File: src/rtl/wb_arbiter2_if.sv
// Wishbone B4 bus bundle shared by both masters and the BRAM slave.
// All signals run on the single system clock.
interface wshb_if;
    logic        cyc;
    logic        stb;
    logic        we;
    logic [3:0]  sel;
    logic [31:0] adr;
    logic [31:0] dat_ms;
    logic [31:0] dat_sm;
    logic [2:0]  cti;
    logic [1:0]  bte;
    logic        ack;
    logic        err;
    logic        rty;

    modport master (
        output cyc, stb, we, sel, adr, dat_ms, cti, bte,
        input  ack, err, rty, dat_sm
    );

    modport slave (
        input  cyc, stb, we, sel, adr, dat_ms, cti, bte,
        output ack, err, rty, dat_sm
    );
endinterface

File: src/rtl/wb_arbiter2.sv
// Two-master round-robin Wishbone arbiter in front of one slave.
// The grant is registered; data, strobes and terminations pass through combinationally.
module wb_arbiter2 #(
    parameter int MAX_HOLD = 64
) (
    input  logic   clk,
    input  logic   rst,
    wshb_if.slave  wb_m0,
    wshb_if.slave  wb_m1,
    wshb_if.master wb_s
);

    localparam logic [1:0]  IDLE     = 2'd0;
    localparam logic [1:0]  GNT0     = 2'd1;
    localparam logic [1:0]  GNT1     = 2'd2;
    localparam logic [15:0] HOLD_LIM = 16'(MAX_HOLD);

    typedef struct packed {
        logic        cyc;
        logic        stb;
        logic        we;
        logic [3:0]  sel;
        logic [31:0] adr;
        logic [31:0] dat;
        logic [2:0]  cti;
        logic [1:0]  bte;
    } wb_req_t;

    logic [1:0]  state, state_nx;
    logic        last;
    logic [15:0] hold_cnt;
    wb_req_t     req0, req1, req_sel;
    logic        term, eot, hold_hit, other_req;

    assign req0 = {wb_m0.cyc, wb_m0.stb, wb_m0.we, wb_m0.sel,
                   wb_m0.adr, wb_m0.dat_ms, wb_m0.cti, wb_m0.bte};
    assign req1 = {wb_m1.cyc, wb_m1.stb, wb_m1.we, wb_m1.sel,
                   wb_m1.adr, wb_m1.dat_ms, wb_m1.cti, wb_m1.bte};

    always_comb begin
        req_sel = '0;
        case (state)
            GNT0:    req_sel = req0;
            GNT1:    req_sel = req1;
            default: req_sel = '0;
        endcase
    end

    assign wb_s.cyc    = req_sel.cyc;
    assign wb_s.stb    = req_sel.stb;
    assign wb_s.we     = req_sel.we;
    assign wb_s.sel    = req_sel.sel;
    assign wb_s.adr    = req_sel.adr;
    assign wb_s.dat_ms = req_sel.dat;
    assign wb_s.cti    = req_sel.cti;
    assign wb_s.bte    = req_sel.bte;

    // Terminations only reach the master that owns the bus this cycle.
    assign wb_m0.ack    = (state == GNT0) & wb_s.ack;
    assign wb_m0.err    = (state == GNT0) & wb_s.err;
    assign wb_m0.rty    = (state == GNT0) & wb_s.rty;
    assign wb_m0.dat_sm = wb_s.dat_sm;
    assign wb_m1.ack    = (state == GNT1) & wb_s.ack;
    assign wb_m1.err    = (state == GNT1) & wb_s.err;
    assign wb_m1.rty    = (state == GNT1) & wb_s.rty;
    assign wb_m1.dat_sm = wb_s.dat_sm;

    // Incrementing/constant bursts (cti 001/010) never count as a boundary.
    assign term      = wb_s.ack | wb_s.err | wb_s.rty;
    assign eot       = term & ((req_sel.cti == 3'b000) | (req_sel.cti == 3'b111));
    assign hold_hit  = hold_cnt >= HOLD_LIM;
    assign other_req = ((state == GNT0) & wb_m1.cyc) | ((state == GNT1) & wb_m0.cyc);

    always_comb begin
        state_nx = state;
        case (state)
            IDLE: begin
                if (wb_m0.cyc && (!wb_m1.cyc || last)) state_nx = GNT0;
                else if (wb_m1.cyc)                    state_nx = GNT1;
            end
            GNT0: begin
                if (!wb_m0.cyc)                          state_nx = wb_m1.cyc ? GNT1 : IDLE;
                else if (wb_m1.cyc && hold_hit && eot)   state_nx = GNT1;
            end
            GNT1: begin
                if (!wb_m1.cyc)                          state_nx = wb_m0.cyc ? GNT0 : IDLE;
                else if (wb_m0.cyc && hold_hit && eot)   state_nx = GNT0;
            end
            default: state_nx = IDLE;
        endcase
    end

    always_ff @(posedge clk) begin
        if (rst) begin
            state    <= IDLE;
            last     <= 1'b1;
            hold_cnt <= 16'd0;
        end else begin
            state <= state_nx;
            if (state_nx != state && state_nx != IDLE) begin
                last     <= (state_nx == GNT1);
                hold_cnt <= 16'd0;
            end else if (other_req && hold_cnt != 16'hFFFF) begin
                hold_cnt <= hold_cnt + 16'd1;
            end
        end
    end

endmodule
File: src/flat_wrapper.sv
// flat-port wrapper written by rule: the top's interface ports become plain ports
module wb_arbiter2_flat 
#(
    parameter int MAX_HOLD = 64
)
  (clk, rst, wb_m0_cyc, wb_m0_stb, wb_m0_we, wb_m0_sel, wb_m0_adr, wb_m0_dat_ms, wb_m0_cti, wb_m0_bte, wb_m0_ack, wb_m0_err, wb_m0_rty, wb_m0_dat_sm, wb_m1_cyc, wb_m1_stb, wb_m1_we, wb_m1_sel, wb_m1_adr, wb_m1_dat_ms, wb_m1_cti, wb_m1_bte, wb_m1_ack, wb_m1_err, wb_m1_rty, wb_m1_dat_sm, wb_s_cyc, wb_s_stb, wb_s_we, wb_s_sel, wb_s_adr, wb_s_dat_ms, wb_s_cti, wb_s_bte, wb_s_ack, wb_s_err, wb_s_rty, wb_s_dat_sm);
  wshb_if wb_m0_i ();
  wshb_if wb_m1_i ();
  wshb_if wb_s_i ();
  input  logic clk;
  input  logic rst;
  input wire logic [$bits(wb_m0_i.cyc)-1:0] wb_m0_cyc;
  input wire logic [$bits(wb_m0_i.stb)-1:0] wb_m0_stb;
  input wire logic [$bits(wb_m0_i.we)-1:0] wb_m0_we;
  input wire logic [$bits(wb_m0_i.sel)-1:0] wb_m0_sel;
  input wire logic [$bits(wb_m0_i.adr)-1:0] wb_m0_adr;
  input wire logic [$bits(wb_m0_i.dat_ms)-1:0] wb_m0_dat_ms;
  input wire logic [$bits(wb_m0_i.cti)-1:0] wb_m0_cti;
  input wire logic [$bits(wb_m0_i.bte)-1:0] wb_m0_bte;
  output wire logic [$bits(wb_m0_i.ack)-1:0] wb_m0_ack;
  output wire logic [$bits(wb_m0_i.err)-1:0] wb_m0_err;
  output wire logic [$bits(wb_m0_i.rty)-1:0] wb_m0_rty;
  output wire logic [$bits(wb_m0_i.dat_sm)-1:0] wb_m0_dat_sm;
  input wire logic [$bits(wb_m1_i.cyc)-1:0] wb_m1_cyc;
  input wire logic [$bits(wb_m1_i.stb)-1:0] wb_m1_stb;
  input wire logic [$bits(wb_m1_i.we)-1:0] wb_m1_we;
  input wire logic [$bits(wb_m1_i.sel)-1:0] wb_m1_sel;
  input wire logic [$bits(wb_m1_i.adr)-1:0] wb_m1_adr;
  input wire logic [$bits(wb_m1_i.dat_ms)-1:0] wb_m1_dat_ms;
  input wire logic [$bits(wb_m1_i.cti)-1:0] wb_m1_cti;
  input wire logic [$bits(wb_m1_i.bte)-1:0] wb_m1_bte;
  output wire logic [$bits(wb_m1_i.ack)-1:0] wb_m1_ack;
  output wire logic [$bits(wb_m1_i.err)-1:0] wb_m1_err;
  output wire logic [$bits(wb_m1_i.rty)-1:0] wb_m1_rty;
  output wire logic [$bits(wb_m1_i.dat_sm)-1:0] wb_m1_dat_sm;
  output wire logic [$bits(wb_s_i.cyc)-1:0] wb_s_cyc;
  output wire logic [$bits(wb_s_i.stb)-1:0] wb_s_stb;
  output wire logic [$bits(wb_s_i.we)-1:0] wb_s_we;
  output wire logic [$bits(wb_s_i.sel)-1:0] wb_s_sel;
  output wire logic [$bits(wb_s_i.adr)-1:0] wb_s_adr;
  output wire logic [$bits(wb_s_i.dat_ms)-1:0] wb_s_dat_ms;
  output wire logic [$bits(wb_s_i.cti)-1:0] wb_s_cti;
  output wire logic [$bits(wb_s_i.bte)-1:0] wb_s_bte;
  input wire logic [$bits(wb_s_i.ack)-1:0] wb_s_ack;
  input wire logic [$bits(wb_s_i.err)-1:0] wb_s_err;
  input wire logic [$bits(wb_s_i.rty)-1:0] wb_s_rty;
  input wire logic [$bits(wb_s_i.dat_sm)-1:0] wb_s_dat_sm;
  assign wb_m0_i.cyc = wb_m0_cyc;
  assign wb_m0_i.stb = wb_m0_stb;
  assign wb_m0_i.we = wb_m0_we;
  assign wb_m0_i.sel = wb_m0_sel;
  assign wb_m0_i.adr = wb_m0_adr;
  assign wb_m0_i.dat_ms = wb_m0_dat_ms;
  assign wb_m0_i.cti = wb_m0_cti;
  assign wb_m0_i.bte = wb_m0_bte;
  assign wb_m0_ack = wb_m0_i.ack;
  assign wb_m0_err = wb_m0_i.err;
  assign wb_m0_rty = wb_m0_i.rty;
  assign wb_m0_dat_sm = wb_m0_i.dat_sm;
  assign wb_m1_i.cyc = wb_m1_cyc;
  assign wb_m1_i.stb = wb_m1_stb;
  assign wb_m1_i.we = wb_m1_we;
  assign wb_m1_i.sel = wb_m1_sel;
  assign wb_m1_i.adr = wb_m1_adr;
  assign wb_m1_i.dat_ms = wb_m1_dat_ms;
  assign wb_m1_i.cti = wb_m1_cti;
  assign wb_m1_i.bte = wb_m1_bte;
  assign wb_m1_ack = wb_m1_i.ack;
  assign wb_m1_err = wb_m1_i.err;
  assign wb_m1_rty = wb_m1_i.rty;
  assign wb_m1_dat_sm = wb_m1_i.dat_sm;
  assign wb_s_cyc = wb_s_i.cyc;
  assign wb_s_stb = wb_s_i.stb;
  assign wb_s_we = wb_s_i.we;
  assign wb_s_sel = wb_s_i.sel;
  assign wb_s_adr = wb_s_i.adr;
  assign wb_s_dat_ms = wb_s_i.dat_ms;
  assign wb_s_cti = wb_s_i.cti;
  assign wb_s_bte = wb_s_i.bte;
  assign wb_s_i.ack = wb_s_ack;
  assign wb_s_i.err = wb_s_err;
  assign wb_s_i.rty = wb_s_rty;
  assign wb_s_i.dat_sm = wb_s_dat_sm;
  wb_arbiter2 #(.MAX_HOLD(MAX_HOLD)) u_core (.clk(clk), .rst(rst), .wb_m0(wb_m0_i), .wb_m1(wb_m1_i), .wb_s(wb_s_i));
endmodule
File: config.mk
export PLATFORM = sky130hd
export DESIGN_NAME = wb_arbiter2_flat
export DESIGN_NICKNAME = d
export VERILOG_FILES = /design/src/rtl/wb_arbiter2_if.sv /design/src/rtl/wb_arbiter2.sv /design/src/flat_wrapper.sv
export SDC_FILE = /design/constraint.sdc
export NUM_CORES = 1
export LEC_CHECK = 0
export CAP_MARGIN = 10
export CORE_AREA = 2 2 131 133
export CTS_BUF_LIST = sky130_fd_sc_hd__clkbuf_4
export CTS_CLUSTER_DIAMETER = 150
export DETAILED_ROUTE_END_ITERATION = 7
export DIE_AREA = 0 0 133 135
export PLACE_DENSITY_LB_ADDON = 0.05
export SLEW_MARGIN = 20
export SYNTH_ARGS = -nofsm -noshare
export SYNTH_HDL_FRONTEND = slang
export SYNTH_SLANG_ARGS = --single-unit
export TNS_END_PERCENT = 20
File: constraint.sdc
create_clock -name clk -period 3.17 [get_ports clk]
set_input_delay 0.951 -clock clk [delete_from_list [all_inputs] [get_ports clk]]
set_output_delay 0.951 -clock clk [all_outputs]
set_load 0.05 [all_outputs]
# Word-level counts from Yosys, hierarchy flattened
# Cells that the tools add are included.
[totals]
ff_bits = 19
inputBits = 189
out_inout_bits = 146
elab_cells = 47
[op_classes]
addsub = 1
n_lt_le_gt_ge = 1
n_eq_ne = 6
mux = 10
bitwise = 13
reduce_logical = 13
[op_table]
columns = ["operator", "count"]
rows = [
  ["one-hot mux 76 bit (2 select lines)", 1],
  ["adder 16 x 1 -> 16 bit (second input constant)", 1],
  [">= comparator 16 x 7 -> 1 bit (second input constant)", 1],
  ["!= test 16 bit (second input constant)", 1],
  ["two-way mux 2 bit", 7],
  ["AND 1 bit", 9],
  ["logical AND 1 bit", 7],
  ["one-hot mux 2 bit (3 select lines)", 1],
  ["== test 2 bit (second input constant)", 2],
  ["OR 1 bit", 4],
  ["== test 3 bit (second input constant)", 1],
  ["logical NOT 3 bit", 1],
  ["== test 2 x 1 -> 1 bit (second input constant)", 1],
  ["logical NOT 2 bit", 1],
  ["!= test 2 bit", 1],
  ["nonzero test 2 bit", 1],
  ["OR reduction 2 bit", 1],
  ["logical NOT 1 bit", 1],
  ["logical OR 1 bit", 1],
  ["two-way mux 1 bit", 1],
]

# Logic depth before layout (Yosys ltp)
# Gate-level depths: netlist of run 1.
[depth]
depth_word = 12
mapped_depth = 11
ltp_nobuf = 9

# Worst setup path after synthesis of run 1
# No wires, ideal clock.
[synth_timing]
path_kind = "flip-flop to output port"
start = "register u_core.state[1]"
end = "output wb_s_cti[0]"
arrival_time_ns = 2.595
t_required_ns = 2.219
path_slack_ns = -0.376
path_stages_with_launch = 8
path_buffers = 3
cell_sequence = "dfxtp_1 -> inv_1 -> ha_1 -> clkbuf_8 -> clkbuf_1 -> clkbuf_1 -> nand2_1 -> a21boi_0"
[synth_between]
elab_chain_cells = 2
elab_cells_between_ends = 3
[synth_lines]
columns = ["element", "line", "source"]
rows = [
  ["from (decl)", "wb_arbiter2.sv:29", "logic [1:0] state, state_nx;"],
  ["from (signal assigned)", "wb_arbiter2.sv:99", "state <= state_nx;"],
  ["== test 2 bit or == test 2 x 1 -> 1 bit (tied branches)", "wb_arbiter2.sv:42", "case (state)"],
  ["one-hot mux 76 bit (2 select lines) (*)", "wb_arbiter2.sv:42", ""],
  ["to (decl)", "flat_wrapper.sv:42", "output wire logic [$bits(wb_s_i.cti)-1:0] wb_s_cti;"],
]
# Every way passes the cells marked *; elsewhere a longest branch is shown, timed or not.

# Worst setup path after layout of run 1
[layout_timing]
start = "input wb_m1_dat_ms[18]"
end = "output wb_s_dat_ms[18]"
[layout_between]
elab_chain_cells = 1
[layout_lines]
columns = ["element", "line", "source"]
rows = [
  ["from (decl)", "flat_wrapper.sv:29", "input wire logic [$bits(wb_m1_i.dat_ms)-1:0] wb_m1_dat_ms;"],
  ["one-hot mux 76 bit (2 select lines)", "wb_arbiter2.sv:42", ""],
  ["to (decl)", "flat_wrapper.sv:41", "output wire logic [$bits(wb_s_i.dat_ms)-1:0] wb_s_dat_ms;"],
]
# Every way passes these cells.

==> impl_metrics.json, run 1 <==
{
  "run_status": "completed",
  "mostFrequentLayoutCells": "clkdlybuf4s50_1, buf_12, nor2b_1",
  "rsz0062_at_grt": "no",
  "yosysTopAreaCell": "a22oi_1",
  "worst_ir_drop_vdd_uv": 224,
  "fillers": 1623,
  "ys_types": 47,
  "clock_path_buffers": 2,
  "syn_nets": 597,
  "cpPeakStageDelay_ns": 0.40,
  "comb_power_share_pct": 84.8,
  "power_frac_seq_pct": 10.2,
  "start_kind": "input pin",
  "post_dp_cell_area_mm2": 0.00603,
  "die-area_mm2": 0.0180,
  "drt-total-wl_um": 15200,
  "drt_iter0_markers": 92,
  "stdcell_area_mm2": 0.00608,
  "die_h_um": 135,
  "syn_to_final_growth_pct": 107,
  "p_leak_nw": 2.03,
  "die_w_um": 133,
  "core_mm2": 0.0164,
  "synth.top_cell.area_share_pct": 18.9,
  "first_pass_iters": 4,
  "route.detailed.drc": 0,
  "gp_congestion": 0.813,
  "vias": 3443,
  "path_depth": 4,
  "synth-edff-count": 0,
  "drv_slew": 0,
  "synth_area_leaders": "a22oi_1, buf_4, nor2b_1",
  "holdPathStages": 2,
  "slowest_stage": "clkdlybuf4s50_1",
  "ys_ff_latch": 19,
  "grt_util_met1_pct": 19.1,
  "seq_area_frac_synth_pct": 12.9,
  "crit_family": "buffers and inverters",
  "p_per_area_mw_per_mm2": 429,
  "met3_usage_pct": 5.11,
  "post_drt_wl_per_cell_um": 19.2,
  "yosys_warnings": 0,
  "root_buffer": "clkbuf_4",
  "dpl.hpwl_um": 12400,
  "p_sw_mw": 1.24,
  "syn_inst": 402,
  "max-slew-margin-rel_pct": 72.1,
  "timing.final.ws_setup_ns": 0.160,
  "syn_avg_cell_area_um2": 7.32,
  "crit_type": "input pin to primary output",
  "async_reset_ff_share_pct": 0,
  "n_antenna_cell": 0,
  "cp.arrival_ns": 2.06,
  "dp_slack_ns": 0.116,
  "io_pins": 335,
  "drv_cap": 0,
  "r2r_slack_ns": 0.47,
  "synth_flop_cell": "dfxtp_1",
  "fin_crit_ns": 3.01,
  "worstSkewPairLatency_ns": 0.31,
  "nNetsFinal": 768,
  "cts.sinks": 19,
  "grt_overflow": 0,
  "antenna_found_initial": 3,
  "layout-drive-gt1-share_pct": 22.7,
  "htree_levels": 1,
  "start_util_pct": 17.9,
  "final_util_pct": 37.1,
  "fin_crit_sh_pct": 94.9,
  "cts_tree": "done",
  "path_buf_inv": 2,
  "path_clk_slew_ns": 0.11,
  "final_hold_viol_count": 0,
  "finalSetupViolCount": 0,
  "crit_path_cell_trace": "clkdlybuf4s50_1, a22oi_1, nor2b_1, buf_12",
  "grt_usage_pct": 15.5,
  "worst_pin_slew_ns": 0.419,
  "cts_made_buffers": 3,
  "first_global_vias": 3361,
  "crit_fanout": 1,
  "cp.required_ns": 2.22,
  "grt_max_degree": 42,
  "fin_skew_ns": 0.0122,
  "internal-power_mw": 1.37,
  "crit_path_end_kind": "primary output",
  "io_buffers": 238,
  "fmax_mhz": 332,
  "met2_usage_pct": 26.7,
  "switching_share_pct": 47.4,
  "netlist_area_mm2": 0.00294,
  "ant_nets": 0,
  "grt-busiest-layer": "met2",
  "rows": 47,
  "reg2reg_depth": 11,
  "grt_pass1_wl_um": 21400,
  "via_per_inst": 4.35,
  "hp-class": "register to register",
  "pwr-share-clk_pct": 5.0,
  "final_common_cell": "clkdlybuf4s50_1"
}
-- state kept, by name, summed over array words and instances (netlist names) --
signal           count
u_core.last          1
u_core.state         2
u_core.hold_cnt     16
-- path summary, 6_finish.rpt --
path,start,to
max,wb_m1_dat_ms[18],wb_s_dat_ms[18]
max reg2reg,u_core.state[1],u_core.hold_cnt[12]
min,u_core.last,u_core.last
min reg2reg,u_core.last,u_core.last
-- power groups by stage --
| stage | clock (mW) | sequential (mW) | combinational, mW |
|---|---|---|---|
| 2_1_floorplan | 0 | 0.270 | 1.33 |
| 3_3_place_gp | 0 | 0.271 | 2.21 |
| 3_5_place_dp | 0 | 0.271 | 2.22 |
| 4_1_cts | 0.133 | 0.267 | 2.23 |
| 5_1_grt | 0.142 | 0.270 | 2.33 |
| 6_report | 0.130 | 0.267 | 2.21 |
-- tightest hold or removal path: stages, from the launching register on --
cell and delay (ns):
dfxtp_1 0.37, o21ai_0 0.09, nand3_1 0.06
-- stage by stage --
stage	power, mW	setup TNS (ns)	cells	hold slack, ns
finish	2.61	0	792	0.565
detailed placement	2.49	0	787	0.546
global route	2.74	0	792	0.607
global placement	2.48	0	787	0.526
CTS	2.63	0	791	0.572
floorplan	1.60	-0.170	402	0.494
-- metal layers --
layer / part of all wire (%) / up-vias
met2: 48 / 149
met4: 0.92 / 6
met1: 43 / 1579
met3: 8.1 / 15
li1: - / 1694
met5: 0.24 / -
-- Yosys cell counts, types with 2 or more instances --
library cell / n
ha_1: 6
clkbuf_1: 20
nand4_1: 2
and2_1: 7
xor2_1: 2
o211a_1: 2
clkbuf_8: 3
nand3_1: 14
buf_4: 65
o21ai_0: 5
buf_1: 4
nor4_1: 2
a22oi_1: 74
nor2_2: 10
inv_1: 7
nor2_1: 21
nand2_1: 14
o211ai_1: 3
and4_1: 2
nor2b_1: 77
xnor2_1: 12
a21oi_1: 4
a31oi_1: 2
dfxtp_1: 19
nor3_1: 3
-- layout make-up --
class,instances,area [um2],share of cell area (%)
timing repair buffer,259,3440,56.6
multi-input combinational,283,1930,31.7
sequential,19,382,6.27
tap,220,275,4.52
inverter,7,26.3,0.432
clock buffer,3,22.5,0.370
clock inverter,1,5.00,0.0823
-- cell families (layout without fill, tap and decap cells) --
kind of cell	after synthesis	in the layout	synth area share (%)
AOI/OAI and AO/OA	103	103	26.6
xor gates and xnor gates	14	14	4.17
adders and majority gates	6	6	2.55
buffers and inverters	100	270	22.5
DFF	19	19	12.9
muxes	2	2	0.723
and+or+nand+nor	158	158	30.6
-- repair_timing --
item	CTS	global route
gates resized for setup	1	1
buffers inserted	0	1
pin swaps	0	1
hold buffers	0	0
setup endpoints to repair	11	19
cloned	0	0
No activity file was read; power rests on OpenSTA's default activity.
==> run 2: changes to the inputs <==
- SKIP_CTS_REPAIR_TIMING: unset -> 1
==> results of run 2 <==
The final DEF is identical to that of run 1; final timing and power are the same.
Main changes from that run: via count of the first global-routing pass 3361 -> 3362
